### config.mk
export PLATFORM = sky130hd
export DESIGN_NAME = scan_pq
export DESIGN_NICKNAME = d
export VERILOG_FILES = /design/src/rtl/scan_pq.sv
export SDC_FILE = /design/constraint.sdc
export NUM_CORES = 1
export LEC_CHECK = 0
export ABC_CLOCK_PERIOD_IN_PS = 15780
export CORE_MARGIN = 2
export CORE_UTILIZATION = 30
export CTS_CLUSTER_SIZE = 8
export DETAILED_ROUTE_END_ITERATION = 8
export SLEW_MARGIN = 10
export SYNTH_ARGS = -nofsm -noshare
export SYNTH_HDL_FRONTEND = slang
export SYNTH_SLANG_ARGS = --single-unit
### constraint.sdc
create_clock -name clk -period 15.78 [get_ports clk]
set_input_delay 2.367 -clock clk [delete_from_list [all_inputs] [get_ports clk]]
set_output_delay 2.367 -clock clk [all_outputs]
set_load 0.01 [all_outputs]
### src/rtl/scan_pq.sv
// scan_pq - priority-queue device for the pq_if dev side.
//
// The entries live in an unsorted register array. An enqueue appends in one
// cycle. After every accepted operation a linear scan walks the valid
// entries, one per cycle, and presents the minimum-key entry on kvo. busy
// stays high for the whole scan, and requests that arrive during a scan are
// dropped.
//
// Parameters: DEPTH (entries, >= 2), KW (key width), VW (value width).
// An entry is {key, value}; a smaller key means higher priority.
//
// Ports:
//   clk   in       clock, rising edge
//   rst   in       synchronous active-high reset
//   enq   in       enqueue request (sampled in IDLE only)
//   deq   in       dequeue-minimum request (sampled in IDLE only)
//   kvi   in  [KW+VW] entry to enqueue
//   kvo   out [KW+VW] current minimum entry (registered, valid when !busy)
//   full  out      count == DEPTH
//   empty out      count == 0
//   busy  out      scan in progress
//   err   out      sticky dropped-request flag (only with PQ_ERR_EN defined)
//
// Optional feature macro: PQ_ERR_EN adds the err output.
module scan_pq #(
  parameter int DEPTH = 16,
  parameter int KW    = 8,
  parameter int VW    = 8
) (
  input  logic             clk,
  input  logic             rst,
  input  logic             enq,
  input  logic             deq,
  input  logic [KW+VW-1:0] kvi,
  output logic [KW+VW-1:0] kvo,
  output logic             full,
  output logic             empty,
  output logic             busy
`ifdef PQ_ERR_EN
  ,
  output logic             err
`endif
);

  localparam int DW = KW + VW;
  localparam int IW = (DEPTH > 1) ? $clog2(DEPTH) : 1;
  localparam int CW = $clog2(DEPTH + 1);

  typedef enum logic {IDLE, SCAN} state_e;

  state_e        state_q, state_d;
  logic [DW-1:0] arr_q [DEPTH];
  logic [CW-1:0] count_q, count_d;
  logic [CW-1:0] idx_q, idx_d;
  logic [IW-1:0] best_q, best_d;
  logic [IW-1:0] min_idx_q, min_idx_d;
  logic [DW-1:0] kvo_q, kvo_d;

  logic          wr_en;
  logic [IW-1:0] wr_idx;
  logic [DW-1:0] wr_data;

  logic [KW-1:0] cur_key, best_key;
  logic          take;
  logic [IW-1:0] sel;

  assign full  = (count_q == CW'(DEPTH));
  assign empty = (count_q == '0);
  assign busy  = (state_q == SCAN);
  assign kvo   = kvo_q;

  // Scan compare: the first index seeds the running best; afterwards a
  // strict < keeps the lower index on equal keys.
  assign cur_key  = arr_q[idx_q[IW-1:0]][DW-1:VW];
  assign best_key = arr_q[best_q][DW-1:VW];
  assign take     = (idx_q == '0) || (cur_key < best_key);
  assign sel      = take ? idx_q[IW-1:0] : best_q;

  always_comb begin
    state_d   = state_q;
    count_d   = count_q;
    idx_d     = idx_q;
    best_d    = best_q;
    min_idx_d = min_idx_q;
    kvo_d     = kvo_q;
    wr_en     = 1'b0;
    wr_idx    = '0;
    wr_data   = '0;
    unique case (state_q)
      IDLE: begin
        if (enq && (!deq || empty)) begin
          // Plain enqueue (also enq+deq on an empty queue): append.
          if (!full) begin
            wr_en   = 1'b1;
            wr_idx  = count_q[IW-1:0];
            wr_data = kvi;
            count_d = count_q + CW'(1);
            idx_d   = '0;
            state_d = SCAN;
          end
        end else if (deq && !empty) begin
          // Dequeue moves the last entry into the hole left by the minimum;
          // enq+deq overwrites the minimum in place (replace).
          wr_en   = 1'b1;
          wr_idx  = min_idx_q;
          wr_data = enq ? kvi : arr_q[IW'(count_q - CW'(1))];
          count_d = enq ? count_q : count_q - CW'(1);
          idx_d   = '0;
          state_d = SCAN;
        end
      end
      SCAN: begin
        if (count_q == '0) begin
          kvo_d     = '0;
          min_idx_d = '0;
          state_d   = IDLE;
        end else begin
          best_d = sel;
          idx_d  = idx_q + CW'(1);
          if (idx_q == count_q - CW'(1)) begin
            kvo_d     = arr_q[sel];
            min_idx_d = sel;
            state_d   = IDLE;
          end
        end
      end
      default: state_d = IDLE;
    endcase
  end

  always_ff @(posedge clk) begin
    if (rst) begin
      state_q   <= IDLE;
      count_q   <= '0;
      idx_q     <= '0;
      best_q    <= '0;
      min_idx_q <= '0;
      kvo_q     <= '0;
    end else begin
      state_q   <= state_d;
      count_q   <= count_d;
      idx_q     <= idx_d;
      best_q    <= best_d;
      min_idx_q <= min_idx_d;
      kvo_q     <= kvo_d;
    end
  end

  // Storage has no reset; entries beyond count are never read.
  always_ff @(posedge clk) begin
    if (wr_en) arr_q[wr_idx] <= wr_data;
  end

`ifdef PQ_ERR_EN
  logic err_q, drop;

  assign drop = (state_q == SCAN) ? (enq || deq)
              : ((enq && !deq && full) || (deq && !enq && empty));
  assign err  = err_q;

  always_ff @(posedge clk) begin
    if (rst)       err_q <= 1'b0;
    else if (drop) err_q <= 1'b1;
  end
`endif

endmodule

==> results.toml <==
[status]
outcome = "finished clean"

[global_routing]
antenna_found_initial = 1
grt_pass1_wl_um = 70700
grt_use_total = 0.171
first_global_vias = 10600
grt_overflow = 0
grt_max_degree = 88

[cts]
clk_pin_slew_ps = 50
root_buffer = "clkbuf_16"
clock_latency_ps = 550
cts_setup_buffers = 0
htree_num_levels = 2
cts_tree = "yes"
clock-sinks = 299
cts_buffer_depth = 3
cts_hold_buf = 0
cts-resized-gates = 0
cts-buffers-inserted = 43

[final_layout]
diodes = 0
multiInputGateArea_um2 = 7350
final_area_um2 = 18700
final-seq-area_um2 = 8550
nFillCells = 5000
drive_above_1_share = 0.236
area_growth_pct = 14.9
nets = 1173

[synthesis]
ys_seq_elements = 299
synth_top_cells_by_area = "edfxtp_1 (47%), mux4_2 (24%), dfxtp_1 (5.3%)"
syn_avg_cell_area_um2 = 14.5
synth_mux_area_frac = 0.278
synth_compound_gate_area_share = 0.0645
async_reset_ff_frac = 0
yosysWarnings = 0
synthXorXnorAreaFrac = 0.00869
yosys.area_share.simple = 0.0827
syn-instance-count = 1125
synth_fa_ha_area_frac = 0.00846
synth_top_area_share = 0.473
ys_seq_area_frac = 0.526
synth_top_family_by_area = "multiplexers"
synthFlopType = "edfxtp_1"
synth-edff-count = 256
synth_cell_types = 55
synth_area_um2 = 16300
synth_fp_nets = 1156
yosysTopAreaCell = "edfxtp_1"

[floorplanning]
initial_core_util = 0.303
die_area_um2 = 56100
coreArea_um2 = 53700
dieWidth_um = 237
fp-row-count = 85
die_h_um = 237
io_pins = 39

[routing]
wl_per_cell_um = 25.8
dr.pass1.iters = 7
drt_iter0_markers = 1323
vias_per_cell = 5.78
wirelength_um = 48400
drc_errors = 0
vias = 10800
ant_nets = 0

[sta]
slew_violations = 0
fmax_mhz = 159
period_share = 0.398
slew_headroom = 0.166
finalSetupTns_ps = 0
hold_viol = 0
setup_viol = 0
finClkSkew_ps = 27.9
fin_crit_ps = 6280
rsz0062_at_grt = "false"
worst_pin_slew_ps = 1240
setup_ws_ps = 9500

[critical_path]
crit_required_ps = 16240
endpoint_kind = "flop"
critPathBufInv = 3
crit_slowest_cell = "o311a_1"
worstSetupEndpoint = "kvo[2]$_SDFFE_PP0P_"
r2r-end = "kvo[2]$_SDFFE_PP0P_"
crit_cells = 15
crit_fanout = 50
cp-start-kind = "flop"
crit_type = "flop to flop"
critPathTopFamily = "compound AO/OA/AOI/OAI gates"
max_stage_delay_ps = 760
crit_chain = "buf_4 -> mux4_2 -> mux4_2 -> inv_1 -> ha_1 -> a21o_1 -> a21oi_1 -> o21ai_0 -> o311a_1 -> a21oi_4 -> buf_4 -> nand2_1 -> a311oi_1 -> a31oi_1 -> o221ai_1"
reg2regPathDepth = 15
cp.arrival_ps = 6740
r2r_setup_slack_ps = 9500

[power]
p_sw_frac = 0.361
seq_power_share = 0.331
p_leak_nw = 6.07
vdd_drop_max_mv = 0.0900
switchingPower_mw = 1.25
p_clk_frac = 0.244
p_total_mw = 3.48
power_frac_comb = 0.425
p_int_mw = 2.22
p_per_area_nw_per_um2 = 186

[placed_design]
gp_congestion = 0.852
port_buffers = 38
hpwl_um = 28200
place_ws_ps = 9610
placed_area_um2 = 17400

[hold_path]
hold_class = "flop to flop"

[flow_run]
cap_violations = 0
per-layer routing:
layer / GRT usage / wire length [um] / up-vias / share of wire
met5: 0 / 11 / - / 0.00023
met4: 0.0573 / 1440 / 2 / 0.030
met3: 0.0409 / 4670 / 85 / 0.096
met2: 0.266 / 22400 / 579 / 0.46
met1: 0.236 / 19900 / 5568 / 0.41
li1: - / - / 4595 / -
power by group through the flow:
stage / sequential (mW) / combinational (mW) / clock [mW]
2_1_floorplan: 1.11 / 1.11 / 0
3_3_place_gp: 1.16 / 1.45 / 0
3_5_place_dp: 1.17 / 1.47 / 0
4_1_cts: 1.15 / 1.47 / 0.859
5_1_grt: 1.16 / 1.59 / 0.892
6_report: 1.15 / 1.48 / 0.847
how the worst min path moves through the flow:
stage | from | end | slack (ps) | cells after the start
finish | min_idx_q[3]$_SDFFE_PP0P_ | min_idx_q[3]$_SDFFE_PP0P_ | 500 | 2
global route | min_idx_q[3]$_SDFFE_PP0P_ | min_idx_q[3]$_SDFFE_PP0P_ | 540 | 2
CTS | min_idx_q[3]$_SDFFE_PP0P_ | min_idx_q[3]$_SDFFE_PP0P_ | 500 | 2
detailed placement | min_idx_q[3]$_SDFFE_PP0P_ | min_idx_q[3]$_SDFFE_PP0P_ | 490 | 2
global placement | min_idx_q[3]$_SDFFE_PP0P_ | min_idx_q[3]$_SDFFE_PP0P_ | 480 | 2
floorplan | min_idx_q[2]$_SDFFE_PP0P_ | min_idx_q[2]$_SDFFE_PP0P_ | 460 | 2
metrics by stage:
stage	hold WS, ps	cells	utilization
6_report	499	1872	0.348
3_5_place_dp	490	1793	0.325
5_1_grt	536	1872	0.348
3_3_place_gp	482	1793	0.325
2_1_floorplan	457	1125	-
4_1_cts	502	1872	0.348
cells in the mapped netlist, drive strengths merged, types with 12 or more instances:
master and instances:
nand4 12, mux2i 63, nor3 12, mux4 172, edfxtp 256, a211oi 40, nand2 138, a311oi 17
buf 41, a21oi 23, a22oi 14, nand3 40, clkbuf 48, dfxtp 43, inv 32, nor2 64
cell type report:
cell class | count | area share
Sequential cell | 299 | 0.458
Multi-Input combinational cell | 705 | 0.394
Clock buffer | 76 | 0.0642
Tap cell | 696 | 0.0466
Timing Repair Buffer | 61 | 0.0293
Inverter | 32 | 0.00643
Clock inverter | 3 | 0.00214
kinds of logic (layout without fill, tap and decap cells):
kind of cell | after synthesis | after routing
AND/OR/NAND/NOR | 301 | 301
buffers and inverters | 121 | 172
flip-flops | 299 | 299
AO/OA/AOI/OAI | 143 | 143
multiplexers | 236 | 236
XOR/XNOR | 14 | 14
adder cells (fa/ha/maj) | 11 | 11
sequential cells by signal, summed over array words and instances, names as in the netlist, named ones only:
name       cells
arr_q        256
kvo           16
count_q        5
idx_q          5
best_q         4
min_idx_q      4
busy           1
worst register-to-register path: cells and delay by family, from the launching register on:
kind                       cells  cell delay, ps
AOI/OAI and AO/OA              8            2830
buffers and inverters          3            1280
muxes                          2            1050
DFF                            1             610
adders and majority gates      1             250
and+or+nand+nor                1             180
cells in the final DEF (no fill, tap or decap), drive strengths merged, types with 12 or more instances in the layout:
cell type	count
clkbuf	76
clkdlybuf4s50	37
buf	24
a311oi	17
a22oi	14
nand4	12
a21oi	23
inv	32
nand2	138
dfxtp	43
nand3	40
mux2i	63
a211oi	40
mux4	172
nor3	12
nor2	64
edfxtp	256
(Power assumes the default switching activity.)
